## config.mk

```make
export PLATFORM = sky130hd
export DESIGN_NAME = opcol_collector
export DESIGN_NICKNAME = d
export VERILOG_FILES = /design/src/rtl/opcol_collector.sv
export SDC_FILE = /design/constraint.sdc
export NUM_CORES = 1
export LEC_CHECK = 0
export CELL_PAD_IN_SITES_DETAIL_PLACEMENT = 0
export CELL_PAD_IN_SITES_GLOBAL_PLACEMENT = 1
export CORE_MARGIN = 3
export CORE_UTILIZATION = 28
export CTS_BUF_LIST = sky130_fd_sc_hd__clkbuf_8
export DETAILED_ROUTE_END_ITERATION = 8
export GPL_TIMING_DRIVEN = 0
export PLACE_DENSITY = 0.87
export SLEW_MARGIN = 20
export SYNTH_ARGS = -nofsm -noshare
export SYNTH_HDL_FRONTEND = slang
export SYNTH_SLANG_ARGS = --single-unit
```

## constraint.sdc

```tcl
create_clock -name clk -period 1.58 [get_ports clk]
set_input_delay 0.316 -clock clk [delete_from_list [all_inputs] [get_ports clk]]
set_output_delay 0.316 -clock clk [all_outputs]
set_load 0.03 [all_outputs]
```

## src/rtl/opcol_collector.sv

```systemverilog
// Operand collector: captures one issued packet, reads its valid source operands
// from the register file one at a time, then presents the collected packet to execute.
module opcol_collector #(
   parameter int PKT_W       = 128,
   parameter int SM_W        = 2,
   parameter int WARP_W      = 5,
   parameter int CORE_N      = 32,
   parameter int REG_W       = 6,
   parameter int DATA_W      = 32,
   parameter int SRC_VLD_POS = 0,
   parameter int SRC_REG_POS = 3
) (
   input  logic                clk,
   input  logic                reset,
   input  logic [SM_W-1:0]     issuedSM_i,
   input  logic [WARP_W-1:0]   issuedWarp_i,
   input  logic                issuedPacketValid_i,
   input  logic [PKT_W-1:0]    issuedPacket_i,
   input  logic [CORE_N-1:0]   issuedMask_i,
   input  logic                flush_i,
   input  logic [WARP_W-1:0]   flushWarp_i,
   output logic                stall_o,
   output logic                rfReadReq_o,
   output logic [WARP_W-1:0]   rfReadWarp_o,
   output logic [REG_W-1:0]    rfReadReg_o,
   input  logic                rfReadValid_i,
   input  logic [DATA_W-1:0]   rfReadData_i,
   output logic                exValid_o,
   input  logic                exReady_i,
   output logic [SM_W-1:0]     exSM_o,
   output logic [WARP_W-1:0]   exWarp_o,
   output logic [PKT_W-1:0]    exPacket_o,
   output logic [CORE_N-1:0]   exMask_o,
   output logic [3*DATA_W-1:0] exOperand_o
);

   typedef enum logic [1:0] {IDLE, READ, DISPATCH, DRAIN} state_t;

   state_t                  state_q, state_d;
   logic [SM_W-1:0]         sm_q, sm_d;
   logic [WARP_W-1:0]       warp_q, warp_d;
   logic [PKT_W-1:0]        pkt_q, pkt_d;
   logic [CORE_N-1:0]       mask_q, mask_d;
   logic [2:0][DATA_W-1:0]  opnd_q, opnd_d;
   logic [2:0]              pend_q, pend_d;
   logic [1:0]              src_q, src_d;
   logic                    outst_q, outst_d;
   logic                    req_q, req_d;
   logic [REG_W-1:0]        rreg_q, rreg_d;
   logic [WARP_W-1:0]       rwarp_q, rwarp_d;

   logic [2:0]              in_vld;
   logic [1:0]              nxt_src;
   logic [REG_W-1:0]        nxt_reg;
   logic                    flush_hit;
   logic                    in_flushed;

   always_comb begin
      in_vld     = issuedPacket_i[SRC_VLD_POS +: 3];
      in_flushed = flush_i && (flushWarp_i == issuedWarp_i);
      flush_hit  = flush_i && (flushWarp_i == warp_q);
      nxt_src    = pend_q[0] ? 2'd0 : (pend_q[1] ? 2'd1 : 2'd2);
      nxt_reg    = pkt_q[SRC_REG_POS + int'(nxt_src) * REG_W +: REG_W];
   end

   always_comb begin
      state_d = state_q;
      sm_d    = sm_q;
      warp_d  = warp_q;
      pkt_d   = pkt_q;
      mask_d  = mask_q;
      opnd_d  = opnd_q;
      pend_d  = pend_q;
      src_d   = src_q;
      outst_d = outst_q;
      req_d   = 1'b0;
      rreg_d  = rreg_q;
      rwarp_d = rwarp_q;
      case (state_q)
         IDLE: begin
            if (issuedPacketValid_i && !in_flushed) begin
               sm_d    = issuedSM_i;
               warp_d  = issuedWarp_i;
               pkt_d   = issuedPacket_i;
               mask_d  = issuedMask_i;
               opnd_d  = '0;
               pend_d  = in_vld;
               state_d = (|in_vld) ? READ : DISPATCH;
            end
         end
         READ: begin
            if (flush_hit) begin
               pend_d = '0;
               // A return landing in the flush cycle retires the read, so no drain needed.
               if (outst_q && !rfReadValid_i) begin
                  state_d = DRAIN;
               end else begin
                  outst_d = 1'b0;
                  state_d = IDLE;
               end
            end else if (outst_q) begin
               if (rfReadValid_i) begin
                  opnd_d[src_q] = rfReadData_i;
                  outst_d       = 1'b0;
                  if (pend_q == 3'b000) state_d = DISPATCH;
               end
            end else if (|pend_q) begin
               req_d           = 1'b1;
               outst_d         = 1'b1;
               src_d           = nxt_src;
               rreg_d          = nxt_reg;
               rwarp_d         = warp_q;
               pend_d[nxt_src] = 1'b0;
            end else begin
               state_d = DISPATCH;
            end
         end
         DISPATCH: begin
            if (exReady_i || flush_hit) state_d = IDLE;
         end
         DRAIN: begin
            if (rfReadValid_i) begin
               outst_d = 1'b0;
               state_d = IDLE;
            end
         end
         default: state_d = IDLE;
      endcase
   end

   always_ff @(posedge clk) begin
      if (reset) begin
         state_q <= IDLE;
         sm_q    <= '0;
         warp_q  <= '0;
         pkt_q   <= '0;
         mask_q  <= '0;
         opnd_q  <= '0;
         pend_q  <= '0;
         src_q   <= '0;
         outst_q <= 1'b0;
         req_q   <= 1'b0;
         rreg_q  <= '0;
         rwarp_q <= '0;
      end else begin
         state_q <= state_d;
         sm_q    <= sm_d;
         warp_q  <= warp_d;
         pkt_q   <= pkt_d;
         mask_q  <= mask_d;
         opnd_q  <= opnd_d;
         pend_q  <= pend_d;
         src_q   <= src_d;
         outst_q <= outst_d;
         req_q   <= req_d;
         rreg_q  <= rreg_d;
         rwarp_q <= rwarp_d;
      end
   end

   assign stall_o      = (state_q != IDLE);
   assign exValid_o    = (state_q == DISPATCH);
   assign rfReadReq_o  = req_q;
   assign rfReadReg_o  = rreg_q;
   assign rfReadWarp_o = rwarp_q;
   assign exSM_o       = sm_q;
   assign exWarp_o     = warp_q;
   assign exPacket_o   = pkt_q;
   assign exMask_o     = mask_q;
   assign exOperand_o  = opnd_q;

endmodule

```

Yosys cells after proc, flatten, opt, wreduce, memory -nomap -nowiden
Cells that the tools add are included.
- output and inout bits: 277
- flip-flop bits (word level): 283
- bits of input ports: 210
- word-level logic and storage cells: 101
- magnitude comparators: 4
- multiply operators: 1
- bitwise gates (word level): 5
- shift-type cells: 1
- reduce and logical (&&, ||, !) cells: 23
- add/sub/neg operators: 1
- multiplexer cells: 35
- eq/ne operators: 17
- operator list (cell ; number):
    $mux 96 ; 4
    $pmux 96 s2 ; 1
    $shiftx 128x7->6 ; 1
    $bwmux 96 ; 1
    $demux 32 s2 ; 1
    $mux 32 ; 1
    $mux 2 ; 12
    $mux 3 ; 4
    $ne 4x4->1 const B ; 3
    $eq 5x5->1 ; 2
    $ne 2x2->1 const B ; 5
    $ne 3x3->1 const B ; 3
    $pmux 2 s4 ; 1
    $reduce_and 4->1 ; 2
    $mux 1 ; 7
    $add 2x5->6 const A ; 1
    $logic_and 1x1->1 ; 6
    $lt 2x3->1 const B ; 2
    $pmux 3 s2 ; 1
    $reduce_and 6->1 ; 1
    $reduce_bool 2->1 ; 3
    $reduce_or 3->1 ; 2
    $reduce_and 5->1 ; 1
    $eq 2x2->1 const B ; 2
    16 further kinds ; 20

Logic depth before layout (Yosys ltp)
- word-level depth: 12
- depth in mapped cells: 9
- depth with buffers taken out: 5

Worst setup path after synthesis
OpenSTA, ideal clock, no wires.
- path type: register to register
- start: register warp_q[1] (netlist: exWarp_o[1])
- end: register opnd_q (netlist bit exOperand_o[11])
- clock period less this slack: 1850 ps
- cell stages (with the launch flop): 6
- arrival: 1704 ps
- required time: 1434 ps
- buffers on the path: 1
- slack: -270 ps
- cell sequence: dfxtp_1 xnor2_1 nand4_4 o21ai_2 buf_2 a211oi_2
- word-level cells in the longest chain between the ends: 4
- ends and longest elaborated chain (item ; line ; source):
    start: declaration ; 41 ; logic [WARP_W-1:0] warp_q, warp_d;
    start signal: assignment ; 148 ; warp_q <= warp_d;
    $eq 5x5->1 ; 61 ; flush_hit = flush_i && (flushWarp_i == warp_q);
    $logic_and 1x1->1 ; 61 ;
    $ne 2x2->1 (no line) ; n/a ;
    $reduce_and 5->1 (no line) ; n/a ;
    end signal: assignment ; 151 ; opnd_q <= opnd_d;
    end: declaration ; 44 ; logic [2:0][DATA_W-1:0] opnd_q, opnd_d;
Every way passes these cells.
A chain may end at the register's enable or synchronous reset.

Worst setup path in the final report
- start: register warp_q[1] (netlist: exWarp_o[1])
- end: register pend_q[1]
- word-level cells in the longest chain between the ends: 4
- elaborated cells on any way between the ends: 7
- ends and longest elaborated chain (item ; line ; source):
    $eq 5x5->1 (*) ; 61 ;
    $logic_and 1x1->1 (*) ; 61 ;
    $ne 3x3->1 (no line) / $mux 3 (equally long branches) ; n/a ;
    $reduce_and 4->1 (no line) / $pmux 3 s2 (equally long branches) ; n/a ;
    end signal: assignment ; 152 ; pend_q <= pend_d;
    end: declaration ; 45 ; logic [2:0] pend_q, pend_d;
Every way passes the cells marked *; elsewhere a longest branch is shown, timed or not.

==> summary.md <==
| Metric | Value |
|---|---|
| Routed vias | `11600` |
| All-Layer GR Usage | `21.6%` |
| First drt pass iteration count | `6` |
| Die ar. | `41400 sq um` |
| Port Buffers | `485` |
| Crit path capture | `pend_q[1]` |
| #FFs+latches synth | `283` |
| Tmin final | `1800 ps` |
| Slew HR | `37.0%` |
| Cts bufs inserted | `50` |
| Crit path DAT | `2320 ps` |
| Fmax | `555 MHz` |
| Worst Max-Slew Pin Slew | `945 ps` |
| Area after DPL | `16500 sq um` |
| Overall power | `21.8 mW` |
| Worst R2R End | `pend_q[1]` |
| Hold Vio Cnt, Final | `0` |
| Ratio of cells with drive above 1 in the final layout | `40.7%` |
| Post-route cell area | `19100 sq um` |
| Worst min path class | `input pin to flip-flop` |
| P per Cell Area | `1150 nW/um^2` |
| Commonest non-fill, non-tap cell in the layout | `nand2_1` |
| Antenna Violating Nets Remaining | `0` |
| Final period util | `114%` |
| Place WS | `-1210 ps` |
| Drt total wl | `47700 microns` |
| Yosys warns | `0` |
| Post-Place Cells | `2292` |
| Reg2reg start | `exWarp_o[1]` |
| Initial DRC count | `444` |
| CP Launch Type | `flip-flop` |
| TritonCTS clock tree | `yes` |
| Syn avg cell area | `8.43 sq um` |
| Final net count | `2126` |
| Setup TNS | `-19150 ps` |
| Antenna Cells | `0` |
| Die height | `204 microns` |
| Vias/cell | `4.70` |
| Routability Congestion | `0.850` |
| LEAKAGE | `8.13 nW` |
| Clock latency on the worst-skew pair | `630 ps` |
| Std cell rows | `71` |
| Initial antenna violation count | `3` |
| Initial Util | `28.7%` |
| Reg2Reg Depth | `7` |
| Clock Path Buffers | `3` |
| DR WL/cell | `19.3 microns` |
| Area contributors post-synth | `dfxtp_1 52%, nand2_1 15%, a211oi_2 9.2%` |
| Vias in the first global route | `11800` |
| Worst ir drop on vdd | `0.833 mV` |
| Max cap viols | `0` |
| Unrepaired setup endpoints after global routing | `yes` |
| Mapped Cells | `1296` |
| Skew final | `31.4 ps` |
| Synth Net Count | `1506` |
| Post-synth top area share | `51.9%` |
| Sequential element share of the synthesized area | `51.9%` |
| Final setup violating endpoints | `182` |
| Crit Path Max Fanout | `5` |
| Final Slew Violations | `0` |
| I/O pin total | `487` |
| Die Wd | `204 microns` |
| Required time worst endpoint | `2100 ps` |
| Root buffer cell | `clkbuf_8` |
| Largest net degree at the start of global routing | `13` |
| Worst R2R Setup Slack | `-220 ps` |
| HPWL Detailed | `33600 microns` |
| Yosys cell types | `38` |
| Drt drc | `0` |
| Core area | `38000 sq um` |
| Leading area contributor after synthesis | `dfxtp_1` |
| Global-route wire length before repair | `69500 microns` |
| Worst Setup Slack, final | `-221 ps` |
| Critical Path End Type | `flip-flop` |
| Highest-count cells in the layout ignoring fill and taps | `378 x nand2_1, 274 x dfxtp_1, 267 x buf_2` |
| Clock sinks | `283` |
| Worst setup path class | `flip-flop to flip-flop` |
| Violated checks | `negative setup slack` |
| Area grow syn2layout | `74.4%` |
| GRT overflow | `0` |
| Status | `finished with violations` |
| Clock transition at path regs | `60 ps` |
| Final cell count without fillers | `2467` |
| Critical Path Start | `exWarp_o[1]` |
| Htree depth | `2` |
| Synth Cell Area | `10900 sq um` |
Yosys cell counts, drive strengths merged:
master	count
nand2	444
dfxtp	283
a21oi	172
nor2	116
a211oi	97
buf	56
clkbuf	47
mux2i	17
o21ai	15
xnor2	10
nand2b	5
nor2b	4
or3	4
inv	3
a31oi	2
nand3	2
nand4	2
nor3	2
nor4	2
o2111ai	2
o31ai	2
a222oi	1
a22o	1
a32o	1
and2	1
o21a	1
o21bai	1
o221ai	1
o2bb2ai	1
or4	1
cells by family after synthesis:
group	after synthesis	synth area share, %
buf+inv	106	4.91
simple gates	583	20.7
compound gates	297	20.2
mux	17	1.56
xor+xnor	10	0.802
flops	283	51.9
worst max-delay path: stages (launching register included):
cell,delay [ps]
dfxtp_4,370
xnor2_4,130
nand4_4,180
buf_4,140
buf_6,90
nor2_4,40
or4_4,480
a222oi_1,260
per-layer routing:
layer,track usage [%],up-vias,part of all wire (%)
li1,-,5560,-
met3,5.99,81,7.5
met2,39.1,466,51
met4,8.85,2,3.2
met1,23.8,5497,38
met5,0,-,0.023
metrics by stage:
stage	utilization (%)	hold slack, ps
after global routing	50.1	110
after global placement	43.5	442
final	50.1	125
after CTS	47.9	44.2
after floorplan	-	442
after detailed placement	43.5	447
power by group:
group	internal [mW]	switching, mW
combinational	2.89	3.78
sequential	7.70	0.383
clock	3.93	3.14
total	14.5	7.31
worst min-delay path by stage:
stage | startpoint | to | slack [ps] | cells after the start
floorplan | issuedWarp_i[2] | exWarp_o[2] | 440 | 2
global placement | exMask_o[6] | exMask_o[6] | 440 | 2
detailed placement | exPacket_o[97] | exPacket_o[97] | 450 | 2
CTS | issuedWarp_i[1] | exWarp_o[1] | 40 | 3
global route | issuedWarp_i[1] | exWarp_o[1] | 110 | 3
finish | issuedWarp_i[1] | exWarp_o[1] | 120 | 3
registers in the layout, indices dropped and copies added (netlist names), 2 cells and up:
register	count
exOperand_o	96
pend_q	3
state_q	2
exSM_o	2
rfReadReg_o	6
exMask_o	32
exWarp_o	5
exPacket_o	128
rfReadWarp_o	5
src_q	2
timing repair:
item,in CTS,in global routing
gates resized for setup,1673,229
pin swaps,58,89
setup endpoints to repair,560,289
hold buffers,0,0
gates cloned,22,9
buffers inserted,49,18
cell type report:
type	instances	area (sq um)
Buffer	98	990
Clock buffer	67	922
Clock inverter	25	126
Fill cell	3646	19000
Inverter	3	11.3
Multi-Input combinational cell	907	5790
Sequential cell	283	5690
Tap cell	511	639
Timing Repair Buffer	573	4880
Power figures use the tool's default switching activity.
